--- src/rtl/uart_pkg.sv ---
// Shared types, frame geometry and helpers for the UART transmit scheduler.
package uart_pkg;

   typedef enum logic [2:0] {
      ST_IDLE,
      ST_START,
      ST_DATA,
      ST_PARITY,
      ST_STOP1,
      ST_STOP2
   } state_t;

   localparam int NUM_REQ    = 3;
   localparam int FRAME_BITS = 12;
   localparam int DATA_BITS  = 8;
   // Start bit and parity bit are the two non-data, non-stop bits of a frame.
   localparam int STOP_BITS  = FRAME_BITS - DATA_BITS - 2;

   function automatic logic parity_even(input logic [DATA_BITS-1:0] d);
      return ^d;
   endfunction

   function automatic logic [1:0] rr_offset(input logic [1:0] base, input int unsigned off);
      int unsigned s;
      s = (32'(base) + off) % NUM_REQ;
      return s[1:0];
   endfunction

endpackage

--- src/rtl/baud_tick_gen.sv ---
// Bit-period counter: free-runs 0..CLKS_PER_BIT-1 while not cleared, tick marks the last cycle.
module baud_tick_gen #(
   parameter int CLKS_PER_BIT = 5208
) (
   input  logic clk,
   input  logic rst_n,
   input  logic clear,
   output logic tick
);

   localparam logic [15:0] LAST_CNT = 16'(CLKS_PER_BIT - 1);

   logic [15:0] cnt_reg;

   always_ff @(posedge clk) begin
      if (!rst_n || clear) begin
         cnt_reg <= '0;
      end else if (cnt_reg == LAST_CNT) begin
         cnt_reg <= '0;
      end else begin
         cnt_reg <= cnt_reg + 16'd1;
      end
   end

   assign tick = !clear && (cnt_reg == LAST_CNT);

endmodule

--- src/rtl/uart_tx_scheduler.sv ---
// Round-robin arbiter for three byte requesters feeding one 8E2 UART transmitter.
module uart_tx_scheduler
   import uart_pkg::*;
#(
   parameter int CLKS_PER_BIT = 5208
) (
   input  logic       clk,
   input  logic       rst_n,
   input  logic [2:0] req,
   input  logic [7:0] data0,
   input  logic [7:0] data1,
   input  logic [7:0] data2,
   output logic [2:0] gnt,
   output logic [1:0] grant_id,
   output logic       busy,
   output logic       done,
   output logic       tx
);

   localparam logic [2:0] LAST_DATA_IDX = 3'(DATA_BITS - 1);

   state_t     state_reg, state_next;
   logic [1:0] last_winner_reg, last_winner_next;
   logic [2:0] bit_idx_reg, bit_idx_next;
   logic [7:0] byte_reg, byte_next;
   logic [2:0] gnt_reg, gnt_next;
   logic [1:0] grant_id_reg, grant_id_next;
   logic       busy_reg, busy_next;
   logic       done_reg, done_next;
   logic       tx_reg, tx_next;

   logic       tick;
   logic [1:0] winner;
   logic [1:0] cand [NUM_REQ];
   logic [7:0] data_arr [NUM_REQ];

   baud_tick_gen #(
      .CLKS_PER_BIT(CLKS_PER_BIT)
   ) u_baud (
      .clk   (clk),
      .rst_n (rst_n),
      .clear (state_reg == ST_IDLE),
      .tick  (tick)
   );

   assign data_arr[0] = data0;
   assign data_arr[1] = data1;
   assign data_arr[2] = data2;

   // cand[0] is the highest-priority requester: the one after the last winner.
   genvar gi;
   generate
      for (gi = 0; gi < NUM_REQ; gi++) begin : g_cand
         assign cand[gi] = rr_offset(last_winner_reg, gi + 1);
      end
   endgenerate

   always_comb begin
      winner = cand[2];
      if (req[cand[0]]) begin
         winner = cand[0];
      end else if (req[cand[1]]) begin
         winner = cand[1];
      end
   end

   always_ff @(posedge clk) begin
      if (!rst_n) begin
         state_reg       <= ST_IDLE;
         last_winner_reg <= 2'd2;
         bit_idx_reg     <= '0;
         byte_reg        <= '0;
         gnt_reg         <= '0;
         grant_id_reg    <= '0;
         busy_reg        <= 1'b0;
         done_reg        <= 1'b0;
         tx_reg          <= 1'b1;
      end else begin
         state_reg       <= state_next;
         last_winner_reg <= last_winner_next;
         bit_idx_reg     <= bit_idx_next;
         byte_reg        <= byte_next;
         gnt_reg         <= gnt_next;
         grant_id_reg    <= grant_id_next;
         busy_reg        <= busy_next;
         done_reg        <= done_next;
         tx_reg          <= tx_next;
      end
   end

   always_comb begin
      state_next       = state_reg;
      last_winner_next = last_winner_reg;
      bit_idx_next     = bit_idx_reg;
      byte_next        = byte_reg;
      gnt_next         = 3'b000;
      grant_id_next    = grant_id_reg;
      busy_next        = busy_reg;
      done_next        = 1'b0;
      tx_next          = tx_reg;

      case (state_reg)
         ST_IDLE: begin
            if (|req) begin
               byte_next        = data_arr[winner];
               gnt_next         = 3'b001 << winner;
               grant_id_next    = winner;
               last_winner_next = winner;
               busy_next        = 1'b1;
               tx_next          = 1'b0;
               bit_idx_next     = '0;
               state_next       = ST_START;
            end
         end
         ST_START: begin
            if (tick) begin
               state_next   = ST_DATA;
               bit_idx_next = '0;
               tx_next      = byte_reg[0];
            end
         end
         ST_DATA: begin
            if (tick) begin
               if (bit_idx_reg == LAST_DATA_IDX) begin
                  state_next = ST_PARITY;
                  tx_next    = parity_even(byte_reg);
               end else begin
                  bit_idx_next = bit_idx_reg + 3'd1;
                  tx_next      = byte_reg[bit_idx_reg + 3'd1];
               end
            end
         end
         ST_PARITY: begin
            if (tick) begin
               state_next = ST_STOP1;
               tx_next    = 1'b1;
            end
         end
         ST_STOP1: begin
            if (tick) begin
               if (STOP_BITS > 1) begin
                  state_next = ST_STOP2;
               end else begin
                  state_next = ST_IDLE;
                  done_next  = 1'b1;
                  busy_next  = 1'b0;
               end
            end
         end
         ST_STOP2: begin
            if (tick) begin
               state_next = ST_IDLE;
               done_next  = 1'b1;
               busy_next  = 1'b0;
               tx_next    = 1'b1;
            end
         end
         default: begin
            state_next = ST_IDLE;
         end
      endcase
   end

   assign gnt      = gnt_reg;
   assign grant_id = grant_id_reg;
   assign busy     = busy_reg;
   assign done     = done_reg;
   assign tx       = tx_reg;

endmodule

--- config.mk ---
export PLATFORM = sky130hd
export DESIGN_NAME = uart_tx_scheduler
export DESIGN_NICKNAME = d
export VERILOG_FILES = /design/src/rtl/uart_pkg.sv /design/src/rtl/baud_tick_gen.sv /design/src/rtl/uart_tx_scheduler.sv
export SDC_FILE = /design/constraint.sdc
export NUM_CORES = 1
export LEC_CHECK = 0
export BUFFER_PORTS_ARGS = -buffer_cell sky130_fd_sc_hd__buf_2
export CORE_MARGIN = 3
export CORE_UTILIZATION = 31
export CTS_CLUSTER_SIZE = 30
export DETAILED_ROUTE_END_ITERATION = 8
export GPL_TIMING_DRIVEN = 1
export PLACE_DENSITY = 0.55
export REMOVE_ABC_BUFFERS = 1
export SLEW_MARGIN = 25
export SYNTH_ARGS = -nofsm -noshare
export SYNTH_HDL_FRONTEND = slang
export SYNTH_SLANG_ARGS = --single-unit
--- constraint.sdc ---
create_clock -name clk -period 3 [get_ports clk]
set_clock_uncertainty 0.1 [all_clocks]
set_input_delay 0.6 -clock clk [delete_from_list [all_inputs] [get_ports clk]]
set_output_delay 0.6 -clock clk [all_outputs]
set_load 0.05 [all_outputs]
==> impl_results.md, run 1 <==
* R2R Setup Slk at 0.53 ns
* Synth Area in Simple Gates at 0.2320
* Hold Crit Class: reg2reg
* Fmax achieved at 405.4 MHz
* Synth Area in Compound Gates at 0.1435
* EDFF count, synth at 0
* FP Rows at 28
* Layout Nets at 299
* Synthesized area at 0.002049 mm2
* Library cells used by synthesis at 45
* Die Ht at 87.31 um
* Mux cell area share after synthesis at 0.08486
* Resize count post-CTS at 0
* Post-Synth XOR/XNOR Area at 0.08120
* CP Capture Point: byte_reg[1]
* Port buffer count at 36
* I/O pin count at 37
* ANT cells at 0
* Total grt overflow at 0
* Synth area leaders: dfxtp_1 38%, nor2_1 5.5%, mux2_2 4.9%
* Largest net degree at the start of global routing at 24
* CP max stage delay at 0.45 ns
* DR iter-0 viols at 34
* Routed len/inst at 12.40 um
* Pwr dens at 496.8 mW/mm2
* Crit-path max FO at 12
* Final wirelength at 4230 um
* CP startpoint: last_winner_reg[0]
* Final min period at 2.467 ns
* Setup TNS Final at 0 ns
* Worst Path Required at 3.07 ns
* VDD IR max at 0.1994 mV
* Final Hold Violating Endpoints at 0
* CTS tree: yes
* Post-Syn Area per Cell at 8.834 um2
* Hold buffers post-CTS at 0
* Layout cells sized above 1 at 0.2519
* Seq/Total Area, Yosys at 0.3810
* R2R Path End: byte_reg[1]
* R2r worst-path depth at 8
* Outcome: completed
* Fin cells at 341
* Crit path arrival time at 2.53 ns
* Slowest-stage cell, CP: o22a_1
* Vias per std cell at 4.915
* Setup repair after global routing missed its margin: no
* H-tree levels at 2
* Worst slew pin tran at 0.6889 ns
* Synth area leader: dfxtp_1
* Synth Area in Adders at 0.03541
* Post-CTS setup buffers at 0
* Post-synth ARST share at 0
* Worst Setup Start Kind: register
* Critical path class: reg2reg
* Final period utilization at 0.8223
* Final setup vio count at 0
* Root Driver: clkbuf_8
* Clock Sinks at 39
* Slew Viols, Final at 0
* Total track usage at 0.1204
* P_leak at 0.9315 nW
* Syn-to-layout area delta at 17.89%
* Placed insts at 333
* Most common cell on crit path: inv_1
* Max FFs per register at 16
* Seq cells post-synth at 39
* Reg-to-Reg Start: last_winner_reg[0]
* Most common flop cell mapped by yosys: dfxtp_1
* Clock Tree Buf Depth at 2
* DIE WIDTH at 87.31 um
* Gpl congestion at 0.7177
* Dpl hpwl at 3037 um
* First-pass GRT wire length at 7541 um
* Clk pin slew, worst setup/hold paths at 0.08 ns
* Clk Latency, worst-skew pair at 0.29 ns
* Core area at 0.006166 mm2
* Largest family of logic cells by synthesized area: simple AND/OR/NAND/NOR gates
* Total CTS buffers at 5
* Max-slew headroom at 0.5396
* Maxcap violations at 0
* Detailed Routing Iterations Pass 1 at 4
* Worst setup EP type: register
* Vias in the first global route at 1626
* CP cell instances: inv_1 > ha_1 > inv_1 > a21boi_0 > o22a_1 > mux2_2 > a221oi_1 > nor2_1
* Initial antenna violation count at 0
* Final ANT Viol Nets at 0
* Drc violations at 0
* Yosys warns at 0
* Top cell type's share of synthesized area at 0.3810
* Initial Util at 0.3324
* Detailed-route via count at 1676
* Die area at 0.007623 mm2
* Cell count after synthesis at 232
synthesized netlist by cell type, types with 2 or more instances:
library cell / n
a21boi_0: 2
a21oi_1: 8
a221oi_1: 8
and3_1: 4
and3_2: 3
buf_2: 3
clkbuf_1: 8
dfxtp_1: 39
ha_1: 5
inv_1: 9
mux2_2: 9
mux2i_1: 5
nand2_1: 14
nand3_1: 9
nand3b_1: 2
nand4_1: 2
nor2_1: 30
nor2b_1: 4
nor3_1: 5
nor4b_2: 3
o211ai_1: 2
o21a_1: 2
o21ai_0: 15
or3_1: 3
xnor2_1: 10
xor2_1: 9
critical path: cells and delay by family (launching register included):
| family | cells | cell delay [ns] |
|---|---|---|
| buffers and inverters | 2 | 0.12 |
| adder cells (fa/ha/maj) | 1 | 0.32 |
| AND/OR/NAND/NOR | 1 | 0.08 |
| AO/OA/AOI/OAI | 3 | 0.96 |
| multiplexers | 1 | 0.38 |
| flip-flops | 1 | 0.37 |
worst min-delay path by stage:
stage          slack [ns]                end         startpoint  cells past startpoint
2_1_floorplan        0.31  u_baud.cnt_reg[0]  u_baud.cnt_reg[0]                      1
6_report             0.35  u_baud.cnt_reg[0]  u_baud.cnt_reg[0]                      1
3_3_place_gp         0.33  u_baud.cnt_reg[0]  u_baud.cnt_reg[0]                      1
3_5_place_dp         0.34  u_baud.cnt_reg[0]  u_baud.cnt_reg[0]                      1
4_1_cts              0.36  u_baud.cnt_reg[0]  u_baud.cnt_reg[0]                      1
5_1_grt              0.40  u_baud.cnt_reg[0]  u_baud.cnt_reg[0]                      1
area by class of cell:
class                   instances  area, um2
fillers                       648       3750
well taps                      75      93.84
clock inverters                 3      43.79
flip-flops and latches         39      780.7
inverters                       9      33.78
clock buffers                   5      68.82
multi-input cells             172       1200
repair buffers                 38      195.2
logic make-up (layout without fill, tap and decap cells):
group           after synthesis  in the layout
compound gates               43             43
xor+xnor                     19             19
fa+ha+maj                     6              6
buf+inv                      21             55
flops                        39             39
mux                          15             15
simple gates                 89             89
report_power, final:
group	total (mW)	switching [mW]	internal, mW
logic	0.206	0.112	0.0938
registers	0.558	0.0184	0.539
clock network	0.437	0.189	0.248
placed cells by master, fill, tap and decap left out, types with 4 or more instances in the layout:
cell,netlist,final
dfxtp_1,39,39
buf_2,3,36
nor2_1,30,30
o21ai_0,15,15
nand2_1,14,14
xnor2_1,10,10
inv_1,9,9
nand3_1,9,9
xor2_1,9,9
mux2_2,9,9
a21oi_1,8,8
a221oi_1,8,8
nor3_1,5,5
mux2i_1,5,5
ha_1,5,5
clkbuf_8,0,5
and3_1,4,4
nor2b_1,4,4
per-layer routing:
metal	track usage	part of all wire	up-vias
li1	-	-	885
met1	0.1568	0.50	745
met2	0.1959	0.44	44
met3	0.03406	0.057	2
met4	0.02929	0.0033	0
met5	0	0	-
per-stage QoR:
step / hold slack (ns) / utilization / area [um2] / setup WS (ns) / power (mW)
2_1_floorplan: 0.3130 / - / 1997 / 0.2705 / 0.7137
3_3_place_gp: 0.3314 / 0.3720 / 2293 / 0.5697 / 0.7735
3_5_place_dp: 0.3423 / 0.3736 / 2303 / 0.5336 / 0.7763
4_1_cts: 0.3551 / 0.3918 / 2416 / 0.5469 / 1.217
5_1_grt: 0.3985 / 0.3918 / 2416 / 0.3802 / 1.269
6_report: 0.3497 / 0.3918 / 2416 / 0.5332 / 1.200
Note: power is estimated with default switching activity, not from simulation.
==> inputs of run 2 (changes only) <==
ABC_AREA = 1   (was not set)
PLACE_DENSITY = 0.57   (was 0.55)
clock period = 1.95 ns   (was 3 ns; I/O delays follow)
==> run 2 against run 1 <==
Compared with the run above:
- clock-buffer cell count grew 1
- sequential power grew 100%
- clock power grew 85%
- non-clock buffer count grew 13
- cell count grew 55%
- hold slack lost 0.036 ns
- critical path depth grew 2
- first-iteration DRC count grew to 2.9 times the previous value
- register-to-register slack lost 0.41 ns
- worst setup slack lost 0.41 ns
- wire length grew 34%
- combinational power grew to 15 times the previous value
- critical path type unchanged
- critical endpoint is now grant_id[1]
- largest power group is now combinational cells
==> impl_results.md, run 2 <==
* Outcome: completed
* Routed len/inst at 10.77 um (-13%)
* Vias per std cell at 4.553 (-7.4%)
* Library cells used by synthesis at 33 (-27%)
* Detailed-route via count at 2404 (+43%)
* FP Rows at 31 (+11%)
* Commonest cells in the netlist: 101 x nand2_1, 65 x inv_1, 39 x dfxtp_1, 39 x nor2_1, 29 x nand3_1
* Storage element area at 782.0 um2 (+0.16%)
* Seq/Total Area, Yosys at 0.3260 (-0.05493)
* Worst setup EP type: register
* Final min period at 1.825 ns (-0.6420 ns)
* Clock Tree Buf Depth at 2 (unchanged)
* Post-Synth XOR/XNOR Area at 0.01097 (-0.07022)
* Most frequent cells in the layout: 100 x nand2_1, 65 x inv_1, 38 x dfxtp_1
* Synth area leaders: dfxtp_1 33%, nand2_1 16%, inv_1 10%
* Seq cells post-synth at 39 (unchanged)
* Syn-to-layout area delta at 23.56%
* Clock Sinks at 39 (unchanged)
* Die area at 0.008815 mm2 (+16%)
* Layout cells sized above 1 at 0.1888 (-0.06307)
* Drc violations at 0 (unchanged)
* Worst Setup Start Kind: register
* Number of fill cells at 796 (+23%)
* Top cell type's share of synthesized area at 0.3260 (-0.05493)
* Setup TNS Final at 0 ns (unchanged)
* Crit path arrival time at 1.95 ns (-0.58 ns)
* H-tree levels at 2 (unchanged)
* Vias in the first global route at 2208 (+36%)
* Yosys warns at 0 (unchanged)
* Hold Crit Class: in2reg
* Synth Area in Adders at 0.02612 (-0.009286)
* EDFF count, synth at 0 (unchanged)
* Critical path class: reg2reg
* Largest net degree at the start of global routing at 21 (-13%)
* Final ANT Viol Nets at 0 (unchanged)
* ANT cells at 0 (unchanged)
* Most common flop cell mapped by yosys: dfxtp_1
* Total track usage at 0.1353 (+0.01489)
* Hold WS at 0.3136 ns (-0.03611 ns)
* Slew Viols, Final at 0 (unchanged)
* Synth Area in Compound Gates at 0.1301 (-0.01337)
* VDD IR max at 0.8059 mV (+300%)
* Largest family of logic cells by synthesized area: simple AND/OR/NAND/NOR gates
* Hold buffers post-CTS at 0 (unchanged)
* Dpl hpwl at 4331 um (+43%)
* First-pass GRT wire length at 9597 um (+27%)
* Gpl congestion at 0.8407 (+17%)
* Final setup vio count at 0 (unchanged)
* Initial antenna violation count at 0 (unchanged)
* Final period utilization at 0.9358 (+0.1135)
* Core area at 0.007370 mm2 (+20%)
* Total grt overflow at 0 (unchanged)
* Pwr dens at 1695 mW/mm2 (+240%)
* P_leak at 1.396 nW (+50%)
* Synthesized area at 0.002395 mm2 (+17%)
* Max FFs per register at 16 (unchanged)
* Setup ws final at 0.1252 ns (-0.4080 ns)
* Detailed Routing Iterations Pass 1 at 4 (unchanged)
* Final core occ at 0.4015 (+0.009685)
* Die Ht at 93.89 um (+7.5%)
* Mux cell area share after synthesis at 0 (-0.08486)
* Synth area leader: dfxtp_1
* Initial Util at 0.3250 (-0.007429)
* Root Driver: clkbuf_8
* Clk pin slew, worst setup/hold paths at 0.08 ns (about the same)
* Port buffer count at 36 (unchanged)
* CTS tree: yes
* DP Worst Slack at 0.05462 ns (-0.4790 ns)
* Max-slew headroom at 0.6565 (+0.1169)
* Synth Area in Simple Gates at 0.3814 (+0.1494)
* Total CTS buffers at 5 (unchanged)
* DIE WIDTH at 93.89 um (+7.5%)
* Worst slew pin tran at 0.5147 ns (-0.1743 ns)
* Top-count cell post-synth: nand2_1
* Post-Syn Area per Cell at 6.335 um2 (-28%)
* Post-synth ARST share at 0 (unchanged)
* Final wirelength at 5684 um (+34%)
* Layout Nets at 462 (+55%)
* Worst Path Required at 2.08 ns (-0.99 ns)
* DR iter-0 viols at 100 (+190%)
* Clk Latency, worst-skew pair at 0.30 ns (about the same)
* I/O pin count at 37 (unchanged)
* Crit-path max FO at 5 (-7)
* Final Hold Violating Endpoints at 0 (unchanged)
* Maxcap violations at 0 (unchanged)
* Cell count after synthesis at 378 (+63%)
* Commonest non-fill, non-tap cell in the layout: nand2_1
* Fmax achieved at 548.0 MHz (+35%)
* Area of the multi-input gates at 0.001373 mm2 (+14%)
run 2: changes by cell type in the layout (fill, tap and decap cells not counted), moves of 9 or more:
cell and change:
nand3_1 +18, mux2_2 -9, nand2_1 +86, inv_1 +56
a21oi_1 +14, buf_4 +11
run 2: logic make-up (layout without fill, tap and decap cells):
| family | Yosys count | count (layout) |
|---|---|---|
| fa+ha+maj | 5 | 5 |
| compound gates | 54 | 54 |
| simple gates | 202 | 202 |
| buf+inv | 75 | 126 |
| flops | 39 | 39 |
| xor+xnor | 3 | 3 |
run 2: per-stage QoR:
stage                     instances  power [mW]  instance area, um2
after global routing            528       5.495                2959
final                           528       5.014                2959
after CTS                       520       4.567                2838
after detailed placement        512       3.747                2705
after global placement          512       3.732                2705
after floorplan                 370       3.144                2349
run 2: worst paths after layout:
check | startpoint | endpoint | slack, ns | depth (start not counted)
min reg2reg | u_baud.cnt_reg[0] | u_baud.cnt_reg[0] | 0.33 | 1
max | last_winner_reg[0] | grant_id[1] | 0.13 | 10
min | rst_n | busy | 0.31 | 3
max reg2reg | last_winner_reg[0] | grant_id[1] | 0.13 | 10
run 2: what timing repair did:
item	in CTS	in global routing
setup buffers	0	8
resized for setup	0	16
setup endpoints to repair	0	15
run 2: report_power, final:
part | switching, mW | internal (mW)
Sequential | 0.163 | 0.981
Clock | 0.296 | 0.512
Combinational | 1.90 | 1.16
run 2: cell type report:
class / count / area share
Timing Repair Buffer: 51 / 0.09937
Clock inverter: 2 / 0.02030
Multi-Input combinational cell: 264 / 0.4638
Inverter: 67 / 0.08584
Clock buffer: 6 / 0.02452
Tap cell: 99 / 0.04186
Sequential cell: 39 / 0.2643
run 2: worst max-delay path: stages, from the launching register on:
cell	delay [ns]
dfxtp_1	0.33
inv_1	0.07
ha_4	0.29
inv_2	0.06
nand3_1	0.11
nand2_1	0.11
a21oi_4	0.17
clkbuf_2	0.19
buf_4	0.13
nand2_1	0.07
a21oi_1	0.14
run 2: routing by layer:
layer,GRT usage,vias up,part of all wire
met5,0,-,0
met4,0.02888,0,0.0086
met3,0.04327,6,0.049
met2,0.2229,47,0.45
met1,0.1724,1048,0.49
li1,-,1303,-
==> inputs of run 3 (changes only) <==
ABC_AREA = not set   (was 1)
==> run 3 against run 2 <==
Compared with the run above:
- the flow now finishes with violations (negative setup slack)
- maximum frequency shrank 6.9%
- register-to-register slack got worse by 0.14 ns
- via count decreased by 25%
- first-iteration DRC count fell by 23%
- largest cell class unchanged
- non-clock buffer count increased by 16
- critical path depth shrank 1
==> impl_results.md, run 3 (same netlist as run 1, synthesis figures left out) <==
* P_sw at 548.9 uW (-77%)
* Max FFs per register at 16 (unchanged)
* Worst slew pin tran at 0.4166 ns (-0.09807 ns)
* DP Worst Slack at -0.2565 ns (-0.3111 ns)
* Area of the multi-input gates at 0.001385 mm2 (+0.91%)
* Root Driver: clkbuf_8
* Outcome: finished with violations
* Clock Tree Buf Depth at 2 (unchanged)
* Initial Util at 0.3324 (+0.007429)
* FP Rows at 28 (-9.7%)
* Crit-path max FO at 6 (+1)
* Final wirelength at 4708 um (-17%)
* DR iter-0 viols at 77 (-23%)
* Max-slew headroom at 0.7201 (+0.06362)
* Worst Path Required at 2.04 ns (-0.04 ns)
* Worst setup EP type: register
* Total CTS buffers at 5 (unchanged)
* Clk Latency, worst-skew pair at 0.29 ns (about the same)
* Clk pin slew, worst setup/hold paths at 0.08 ns (about the same)
* Int Power at 1.368 mW (-48%)
* Drc violations at 0 (unchanged)
* CTS tree: yes
* I/O pin count at 37 (unchanged)
* Final period utilization at 1.005 (+0.06934)
* Sw Share at 0.2864 (-0.1843)
* Final ANT Viol Nets at 0 (unchanged)
* First-pass GRT wire length at 7990 um (-17%)
* Dpl hpwl at 3433 um (-21%)
* DIE WIDTH at 87.31 um (-7.0%)
* Hold Crit Class: in2reg
* Layout cells sized above 1 at 0.3966 (+0.2078)
* Die area at 0.007623 mm2 (-14%)
* Final setup vio count at 2 (+2)
* Syn-to-layout area delta at 38.22%
* Storage element area at 784.5 um2 (+0.32%)
* Routed len/inst at 12.72 um (+18%)
* Hold buffers post-CTS at 0 (unchanged)
* Flop pwr share at 0.446 (+0.218)
* Total track usage at 0.1307 (-0.004620)
* Largest net degree at the start of global routing at 18 (-14%)
* Final min period at 1.960 ns (+0.1352 ns)
* Core area at 0.006166 mm2 (-16%)
* Detailed Routing Iterations Pass 1 at 4 (unchanged)
* Crit path arrival time at 2.05 ns (+0.10 ns)
* Vias per std cell at 4.854 (+6.6%)
* H-tree levels at 2 (unchanged)
* R2R Setup Slk at -0.01 ns (-0.14 ns)
* Port buffer count at 36 (unchanged)
* Gpl congestion at 0.7927 (-5.7%)
* Fraction of power consumed by the clock network at 0.324 (+0.163)
* Initial antenna violation count at 0 (unchanged)
* Clock Sinks at 39 (unchanged)
* Total grt overflow at 0 (unchanged)
* Final Hold Violating Endpoints at 0 (unchanged)
* Most frequent cells in the layout: 36 x dfxtp_1, 36 x buf_2, 29 x nor2_1
* Setup repair after global routing missed its margin: yes
* ANT cells at 0 (unchanged)
* Maxcap violations at 0 (unchanged)
* Vias in the first global route at 1759 (-20%)
* Worst Setup Start Kind: register
* Die Ht at 87.31 um (-7.0%)
* Fmax achieved at 510.2 MHz (-6.9%)
* Pwr dens at 676.6 mW/mm2 (-60%)
* Final core occ at 0.4594 (+0.05789)
* Area after DPL at 0.002481 mm2 (-8.3%)
* Setup TNS Final at -0.01627 ns (-0.01627 ns)
* Critical path class: reg2reg
* Setup ws final at -0.009975 ns (-0.1352 ns)
* Number of fill cells at 581 (-27%)
* Slew Viols, Final at 0 (unchanged)
* Final Instance Area at 0.002833 mm2 (-4.3%)
* VDD IR max at 0.3707 mV (-54%)
* Failing checks: negative setup slack
* P_leak at 1.110 nW (-20%)
* Combinational share of power at 0.230 (-0.381)
* Total Power Consumption at 1.917 mW (-62%)
* Layout Nets at 328 (-29%)
* Detailed-route via count at 1796 (-25%)
==> run 3: power groups by stage <==
stage	Combinational, mW	Sequential, mW	Clock (mW)
after CTS	0.410	0.855	0.642
after floorplan	0.194	0.904	0
final	0.441	0.855	0.621
after global placement	0.341	0.871	0
after detailed placement	0.344	0.871	0
after global routing	0.481	0.860	0.675
==> run 3: repair_timing <==
action                     CTS  global route
pin swaps                    9            16
gates resized for setup     26            17
hold endpoints to repair     0             0
setup buffers                2             1
setup endpoints to repair    8            11
==> run 3: cell type report <==
class                      instances  share of cell area
inverter                           9             0.01193
clock inverter                     1            0.002650
clock buffer                       7             0.03401
timing repair buffer              67              0.1524
tap                               75             0.03313
multi-input combinational        172              0.4890
sequential                        39              0.2769
==> run 3: metal layers <==
layer	routed length (um)	up-vias	global-route usage
met5	0	-	0
met1	2175	819	0.1650
met2	2292	29	0.2158
li1	-	944	-
met4	42	0	0.04603
met3	198	4	0.03122
==> run 3: worst paths after layout <==
kind,from,end,cells past startpoint
min,data1[5],byte_reg[5],3
max,last_winner_reg[0],byte_reg[2],9
min reg2reg,u_baud.cnt_reg[0],u_baud.cnt_reg[0],1
max reg2reg,last_winner_reg[0],byte_reg[2],9
==> run 3: through the flow <==
stage / hold slack (ns) / cells
final: 0.2407 / 370
after detailed placement: 0.3323 / 359
after global placement: 0.3276 / 359
after global routing: 0.2556 / 370
after CTS: 0.2382 / 369
after floorplan: 0.3130 / 220
==> run 3: critical path: stages (launching register included) <==
cell and delay, ns:
dfxtp_2 0.34, inv_2 0.04, ha_4 0.26, inv_2 0.04
a21oi_2 0.11, o22a_1 0.20, buf_6 0.15, mux2_2 0.35
a221oi_2 0.21, nor2_1 0.06
